### src/rtl/mem_access_unit.sv
// -----------------------------------------------------------------------------
// mem_access_unit
//   MEM-stage data-memory access controller. Turns a MemRead/MemWrite request
//   from the EX/MEM register into one req/ack transaction on a variable-latency
//   data-memory port. It holds the pipeline stalled until the access finishes
//   or times out.
//
//   Configuration macro: MISALIGN_CHECK_EN
//     defined   -> accesses with Addr_i[1:0] != 0 raise Err_o and go to no memory
//     undefined -> no alignment check; every access is sent to the memory port
//
//   Parameters
//     DATA_W       width of address, write data and read data
//     TIMEOUT_CYC  number of REQ cycles without mem_ack_i before abort (>= 1)
//
//   Ports
//     clk_i        clock, all state changes on posedge
//     rst_i        synchronous active-high reset
//     MemRead_i    load in MEM stage
//     MemWrite_i   store in MEM stage (wins over MemRead_i)
//     Addr_i       byte address, passed to the memory unmodified
//     WrData_i     store data
//     Read_Data_o  load result to MEM/WB; holds its value between loads
//     Stall_o      pipeline freeze (combinational)
//     Err_o        sticky error flag (timeout / misalign), cleared only by reset
//     mem_req_o    memory request valid
//     mem_we_o     1 = write, 0 = read
//     mem_addr_o   memory address
//     mem_wdata_o  memory write data
//     mem_rdata_i  memory read data, valid with mem_ack_i
//     mem_ack_i    memory completion pulse, ignored outside REQ
// -----------------------------------------------------------------------------
module mem_access_unit #(
    parameter int DATA_W      = 32,
    parameter int TIMEOUT_CYC = 64
) (
    input  logic              clk_i,
    input  logic              rst_i,
    input  logic              MemRead_i,
    input  logic              MemWrite_i,
    input  logic [DATA_W-1:0] Addr_i,
    input  logic [DATA_W-1:0] WrData_i,
    output logic [DATA_W-1:0] Read_Data_o,
    output logic              Stall_o,
    output logic              Err_o,
    output logic              mem_req_o,
    output logic              mem_we_o,
    output logic [DATA_W-1:0] mem_addr_o,
    output logic [DATA_W-1:0] mem_wdata_o,
    input  logic [DATA_W-1:0] mem_rdata_i,
    input  logic              mem_ack_i
);

    localparam int                CNT_W    = (TIMEOUT_CYC > 1) ? $clog2(TIMEOUT_CYC) : 1;
    localparam logic [CNT_W-1:0]  CNT_LAST = CNT_W'(TIMEOUT_CYC - 1);
    localparam logic [CNT_W-1:0]  CNT_ONE  = CNT_W'(1);
    localparam logic [CNT_W-1:0]  CNT_ZERO = CNT_W'(0);

    typedef enum logic [1:0] {
        S_IDLE = 2'd0,
        S_REQ  = 2'd1,
        S_DONE = 2'd2
    } state_t;

    state_t             r_state;
    state_t             w_state_nxt;
    logic [CNT_W-1:0]   r_count;
    logic [DATA_W-1:0]  r_read_data;
    logic               r_err;
    logic               r_mem_req;
    logic               r_mem_we;
    logic [DATA_W-1:0]  r_mem_addr;
    logic [DATA_W-1:0]  r_mem_wdata;
    logic               w_access;
    logic               w_misalign;
    logic               w_timeout;
    logic               w_stall;

    assign w_access = MemRead_i | MemWrite_i;

`ifdef MISALIGN_CHECK_EN
    assign w_misalign = (Addr_i[1:0] != 2'b00);
`else
    assign w_misalign = 1'b0;
`endif

    // Last allowed REQ cycle with no ack: the access is aborted at this edge.
    assign w_timeout = (r_count == CNT_LAST);

    // Next-state and stall decode.
    always_comb begin
        w_state_nxt = r_state;
        w_stall     = 1'b0;
        case (r_state)
            S_IDLE: begin
                if (w_access) begin
                    w_stall = 1'b1;
                    if (w_misalign) begin
                        w_state_nxt = S_DONE;
                    end else begin
                        w_state_nxt = S_REQ;
                    end
                end else begin
                    w_state_nxt = S_IDLE;
                end
            end
            S_REQ: begin
                w_stall = 1'b1;
                if (mem_ack_i || w_timeout) begin
                    w_state_nxt = S_DONE;
                end else begin
                    w_state_nxt = S_REQ;
                end
            end
            // DONE lasts one cycle. The EX/MEM inputs still show the finished
            // instruction here, so the access must not be issued again.
            S_DONE: begin
                w_state_nxt = S_IDLE;
            end
            default: begin
                w_state_nxt = S_IDLE;
            end
        endcase
    end

    // State register.
    always_ff @(posedge clk_i) begin
        if (rst_i) begin
            r_state <= S_IDLE;
        end else begin
            r_state <= w_state_nxt;
        end
    end

    // Memory-port registers, timeout counter, load result and error flag.
    always_ff @(posedge clk_i) begin
        if (rst_i) begin
            r_count     <= CNT_ZERO;
            r_read_data <= {DATA_W{1'b0}};
            r_err       <= 1'b0;
            r_mem_req   <= 1'b0;
            r_mem_we    <= 1'b0;
            r_mem_addr  <= {DATA_W{1'b0}};
            r_mem_wdata <= {DATA_W{1'b0}};
        end else begin
            case (r_state)
                S_IDLE: begin
                    if (w_access && !w_misalign) begin
                        r_mem_addr  <= Addr_i;
                        r_mem_wdata <= WrData_i;
                        r_mem_we    <= MemWrite_i;
                        r_mem_req   <= 1'b1;
                        r_count     <= CNT_ZERO;
                    end else if (w_access) begin
                        r_err <= 1'b1;
                    end else begin
                        r_mem_req <= 1'b0;
                    end
                end
                S_REQ: begin
                    if (mem_ack_i) begin
                        if (!r_mem_we) begin
                            r_read_data <= mem_rdata_i;
                        end else begin
                            r_read_data <= r_read_data;
                        end
                        r_mem_req <= 1'b0;
                    end else if (w_timeout) begin
                        r_err <= 1'b1;
                        // An aborted load returns zero; an aborted store keeps
                        // the previous load result.
                        if (!r_mem_we) begin
                            r_read_data <= {DATA_W{1'b0}};
                        end else begin
                            r_read_data <= r_read_data;
                        end
                        r_mem_req <= 1'b0;
                    end else begin
                        r_count <= r_count + CNT_ONE;
                    end
                end
                S_DONE: begin
                    r_mem_req <= 1'b0;
                end
                default: begin
                    r_mem_req <= 1'b0;
                end
            endcase
        end
    end

    assign Read_Data_o = r_read_data;
    assign Stall_o     = w_stall;
    assign Err_o       = r_err;
    assign mem_req_o   = r_mem_req;
    assign mem_we_o    = r_mem_we;
    assign mem_addr_o  = r_mem_addr;
    assign mem_wdata_o = r_mem_wdata;

endmodule
### config.mk
export PLATFORM = sky130hd
export DESIGN_NAME = mem_access_unit
export DESIGN_NICKNAME = d
export VERILOG_FILES = /design/src/rtl/mem_access_unit.sv
export SDC_FILE = /design/constraint.sdc
export NUM_CORES = 1
export LEC_CHECK = 0
export BUFFER_PORTS_ARGS = -buffer_cell sky130_fd_sc_hd__buf_2
export CAP_MARGIN = 20
export CORE_ASPECT_RATIO = 0.9
export CORE_MARGIN = 5
export CORE_UTILIZATION = 41
export DETAILED_ROUTE_END_ITERATION = 7
export PLACE_DENSITY_LB_ADDON = 0.3
export SLEW_MARGIN = 5
export SYNTH_ARGS = -nofsm -noshare
export SYNTH_HDL_FRONTEND = slang
export SYNTH_SLANG_ARGS = --single-unit
### constraint.sdc
create_clock -name clk_i -period 1.5 [get_ports clk_i]
set_input_delay 0.15 -clock clk_i [delete_from_list [all_inputs] [get_ports clk_i]]
set_output_delay 0.15 -clock clk_i [all_outputs]
set_load 0.02 [all_outputs]
# [Word level (Yosys, flattened, before mapping)]
# Cells that the tools add are included.
[totals] ff_bits=107 input_bits=101
[classes] mux=16 bitwise_logic=3 n_eq_ne=6 reduce_logical=8 n_addsub=1
[op_table] cell="32-bit two-way mux" count=4
[op_table] cell="6-bit two-way mux" count=3
[op_table] cell="6-bit case mux with 2 select lines" count=1
[op_table] cell="6-bit by 1-bit adder with 6-bit output (second input constant)" count=1
[op_table] cell="6-bit == test (second input constant)" count=1
[op_table] cell="2-bit inequality test (second input constant)" count=3
[op_table] cell="3-bit AND reduction" count=2
[op_table] cell="1-bit two-way mux" count=4
[op_table] cell="1-bit case mux with 2 select lines" count=2
[op_table] cell="2-bit case mux with 2 select lines" count=1
[op_table] cell="4-bit AND reduction" count=1
[op_table] cell="2-bit nonzero test" count=2
[op_table] cell="3-bit inequality test (second input constant)" count=1
[op_table] cell="2-bit by 1-bit == test with 1-bit output (second input constant)" count=1
[op_table] cell="2-bit zero test" count=1
[op_table] cell="2-bit two-way mux" count=1
[op_table] cell="1-bit NOT" count=2
[op_table] cell="2-bit AND reduction" count=1
[op_table] cell="1-bit logical OR" count=1
[op_table] cell="1-bit OR" count=1

# [Logic depth before layout (Yosys ltp)]
[logic_depth] ltp_word=4 mapped_depth=6 mapped_depth_nobuf=5

# [Least setup slack after synthesis]
# No wires, ideal clock.
[synth_path] path_kind="reg-to-reg" startpoint="register r_mem_we, in the netlist mem_we_o" endpoint="register r_read_data[26], in the netlist Read_Data_o[26]" setup_slack_ns=0.034 path_buffers=1 synth_period_minus_slack_ns=1.466 required_time_ns=1.429 arrival_ns=1.396 stages_incl_launch_ff=6 path_cell_list="dfxtp_1 -> and4b_1 -> a31oi_1 -> buf_2 -> nand2_1 -> a21oi_1"
[synth_via] elab_chain_cells=2
[synth_lines] element="start: declaration" line_no="71" source="logic r_mem_we;"
[synth_lines] element="start signal: assignment" line_no="151" source="r_mem_we <= MemWrite_i;"
[synth_lines] element="1-bit NOT (no line)"
[synth_lines] element="3-bit AND reduction (no line)"
[synth_lines] element="end signal: assignment" line_no="139" source="r_read_data <= {DATA_W{1'b0}};"
[synth_lines] element="end signal: assignment" line_no="163" source="r_read_data <= mem_rdata_i;"
[synth_lines] element="end signal: assignment" line_no="165" source="r_read_data <= r_read_data;"
[synth_lines] element="end: declaration" line_no="68" source="logic [DATA_W-1:0] r_read_data;"
# No other way between the ends.
# A chain may end at the register's enable or synchronous reset.

# [Worst setup path in the final report]
[layout_path] startpoint="register r_count[0]" endpoint="register r_read_data[22], in the netlist Read_Data_o[22]"
[layout_via] elab_chain_cells=3
[layout_lines] element="start: declaration" line_no="67" source="logic [CNT_W-1:0] r_count;"
[layout_lines] element="start signal: assignment" line_no="179" source="r_count <= r_count + CNT_ONE;"
[layout_lines] element="6-bit == test" line_no="88" source="assign w_timeout = (r_count == CNT_LAST);"
[layout_lines] element="2-bit nonzero test (no line)"
[layout_lines] element="3-bit AND reduction (no line)"
# No other way between the ends.

==> results by stage <==
Status:
- The run finished, with violations left.
- The final reports fail on negative setup slack.

Die:
- The core footprint is 9572 µm².
- From bottom edge to top edge, the die measures 103.4 µm.
- The starting density of the core is 41.48%.
- The width of the chip is 113.7 µm.
- The initialized floorplan defines 34 standard-cell rows.
- For this design the top-level I/O count stands at 201.
- The floorplan step defined a die boundary enclosing 11,750 µm².

Worst hold path:
- The worst hold path passes through 3 cells.
- In this run the worst hold path is classified as in2reg.

Synth:
- Summing the areas of all fa, ha and maj instances in the mapped netlist gives less than 1% of the synthesized area.
- After synthesis, the cell types taking the most area are dfxtp_1 (54%), nand2_1 (15%), a21oi_1 (13%), nand4b_1 (7.3%), clkbuf_1 (2.6%).
- The synthesized netlist devotes between 10 and 15% of its cell area to compound gates.
- The warning count from the yosys run is 0.
- The most used flip-flop cell after synthesis is dfxtp_1.
- The fraction of the yosys area taken by sequential cells is 53.96%.
- The largest area contributor in the synthesized netlist is dfxtp_1.
- After synthesis, the mean cell area works out to 8.169 µm².
- The xor-xnor portion of the synthesized cell area is 0%.
- The share of synthesized area in the top cell type comes to between 50 and 60%.
- Counting every net in the synthesized netlist gives 588.
- Counting every instance in the synthesized netlist gives 486.
- The register bit count reported by yosys is 107.
- Counting flops with a built-in enable in the synthesized netlist gives 0.
- The netlist uses 28 different library cells.
- The share of synthesized registers carrying an async set or reset is 0%.
- After Yosys synthesis, and, or, nand and nor cells account for 26.76% of the synthesized area.
- Summing every instance area after synthesis gives 3970 µm².
- After synthesis, the largest family of logic cells by area is simple AND/OR/NAND/NOR gates.
- The mux cell area share after synthesis is 0%.

Detailed routing:
- The detailed-route DRC error count is 0.
- The antenna violation net count after detailed routing is 0.
- For this run, the detailed router's first-pass iteration total came to 6.
- After detailed routing, the average wire length per cell comes to 14.28 µm.
- The via count is roughly 4,100.
- For this block, the initial DRC count from the detailed router was 312.
- The wire length reported by the detailed router is 11,840 µm.
- In the routed layout, each cell is associated on average with a via count of 5.005.

Layout:
- The number of antenna diodes in the final layout is 0.
- The share of post-route cells with drive strength above 1 is 35.70%.
- The area growth from synthesis to final layout is 44.22%.
- The final design utilization is between 50% and 60%.
- For this run, the post-layout net count is approximately 800.
- The count of filler cells inserted in the layout is 845.

Pwr:
- The sum of internal, switching and leakage power is about 6 mW.
- VDD sags by at most 0.5641 mV.
- The leakage power summed over all cells is approximately 2.6 nW.
- The power density normalized to cell area is 1064 nW/µm².

Placement:
- The global placer's final weighted congestion is 0.8112.
- Port buffering added 200 buffers.
- The pre-CTS worst setup slack is -7.218 ps.
- Summed over all nets, the half-perimeter wirelength after detailed placement is ~8000 µm.

STA:
- The max-slew violation count is 0.
- For the final database, setup skew stands at 14.02 ps.
- The hold violation total from the final report is 0.
- The smallest setup slack after layout is -4.876 ps.
- The worst slew slack as a fraction of its limit is 78.08%.
- The minimum clock period after layout is roughly 1500 ps.
- The measured slew at the worst slew-check pin is roughly 330 ps.
- The fmax is ~660 MHz.
- The tightest hold path in the finished design has a slack of roughly 25 ps.
- Setup violations remaining at the end of the flow were counted as 1.
- In the finished design, the share of the clock period the worst path needs comes to 100.3%.
- Setup repair after global routing could not meet its margin everywhere.

Worst setup path:
- The number of cells on the worst reg-to-reg path is 6.
- Of all nets on the critical path, the largest fanout is 16.
- The kind of end point of the critical path is a register.
- The classification of the worst setup path is reg2reg.
- The critical path startpoint category is a register.
- STA puts the critical path data required time at around 1800 ps.
- The worst endpoint data arrival time is 1800 ps.

Clocking:
- The number of clock buffers inserted by TritonCTS is 9.
- The maximum clock path buffer count is 2.
- For the worst-skew pair, the clock arrives at the later sink with an insertion delay of 360 ps.
- Clock-pin slew was measured on the worst setup and hold paths at approximately 110 ps.
- The maximum level of the CTS H-tree is 3.
- The clock root buffer master is clkbuf_8.
- The clock tree from TritonCTS is yes.
- The clock net sink count is 107.

Global route:
- The global-route wire length before repair is 18,430 µm.
- The all-layer global routing usage is 19.30%.
- The final global-route overflow total is 0.
- The initial antenna violation count is 0.
- The largest net degree at the start of global routing is 47.
- The number of global-route vias before repair was 3,832.

Job:
- The count of max-cap constraint violations is 0.
path summary, 6_finish.rpt:
kind	from	end	slack, ps
max	r_count[0]	Read_Data_o[22]	-5
min	WrData_i[11]	mem_wdata_o[11]	30
max reg2reg	r_count[0]	Read_Data_o[22]	-5
min reg2reg	mem_wdata_o[10]	mem_wdata_o[10]	460
per-stage QoR:
step | TNS, ps | instance area [µm²] | instances
2_1_floorplan | 0 | 3970 | 486
3_3_place_gp | 0 | 5219 | 791
3_5_place_dp | -7.218 | 5219 | 791
4_1_cts | 0 | 5632 | 824
5_1_grt | -245.0 | 5725 | 829
6_report | -4.876 | 5725 | 829
critical path, stage by stage (launching register included):
cell,delay [ps]
dfxtp_2,360
ha_4,170
and4b_1,210
a31oi_4,190
bufbuf_16,320
nand2_1,70
a21oi_1,140
registers in the layout, summed over array words and instances (netlist names):
signal       cells
mem_req_o        1
r_state          2
Err_o            1
mem_wdata_o     32
mem_addr_o      32
mem_we_o         1
Read_Data_o     32
r_count          6
cell usage after synthesis (all sizes together), types with 2 or more instances:
library cell,n
a21oi,101
a31oi,5
buf,13
clkbuf,27
dfxtp,107
nand2,163
nand3,9
nand3b,2
nand4b,33
nor2,7
nor3,2
o21a,2
o21ai,3
cell type report:
class / count / area [µm²] / share of cell area, %
clock buffer: 11 / 151.4 / 2.644
multi-input combinational: 339 / 1733 / 30.27
clock inverter: 4 / 33.78 / 0.5900
sequential: 107 / 2147 / 37.50
tap: 126 / 157.7 / 2.753
timing repair buffer: 242 / 1503 / 26.25
power by group:
group | total, mW | internal [mW] | switching [mW] | leakage, nW
Sequential | 3.12 | 3.03 | 0.0930 | 0.879
Clock | 1.65 | 0.702 | 0.953 | 0.0924
Combinational | 1.31 | 0.540 | 0.775 | 1.63
Total | 6.09 | 4.27 | 1.82 | 2.60
routing by layer:
| metal | GRT usage, % | wire length [µm] | vias to the layer above |
|---|---|---|---|
| met5 | 0 | 0 | - |
| li1 | - | - | 2065 |
| met1 | 23.16 | 4779 | 1886 |
| met2 | 32.14 | 5571 | 187 |
| met3 | 8.377 | 1349 | 11 |
| met4 | 4.806 | 141 | 0 |
timing repair:
action / CTS / global route
buffers inserted: 1 / 0
cloned: 1 / 1
resized for setup: 5 / 8
setup endpoints to repair: 5 / 35
endpoints found under the hold margin: 16 / 4
hold buffers: 16 / 4
pin swaps: 1 / 2
cells in the final DEF, fill, tap and decap left out, types with 7 or more instances in the layout:
cell,instances
buf_12,7
nor2_1,7
buf_2,199
nand3_1,9
clkbuf_8,11
nand4b_1,33
dlygate4sd3_1,20
dfxtp_1,103
a21oi_1,99
nand2_1,163
buf_4,13
kinds of logic after synthesis:
| family | count (synthesis) |
|---|---|
| compound gates | 114 |
| fa+ha+maj | 1 |
| simple gates | 224 |
| flops | 107 |
| buf+inv | 40 |
(Power assumes the default switching activity.)
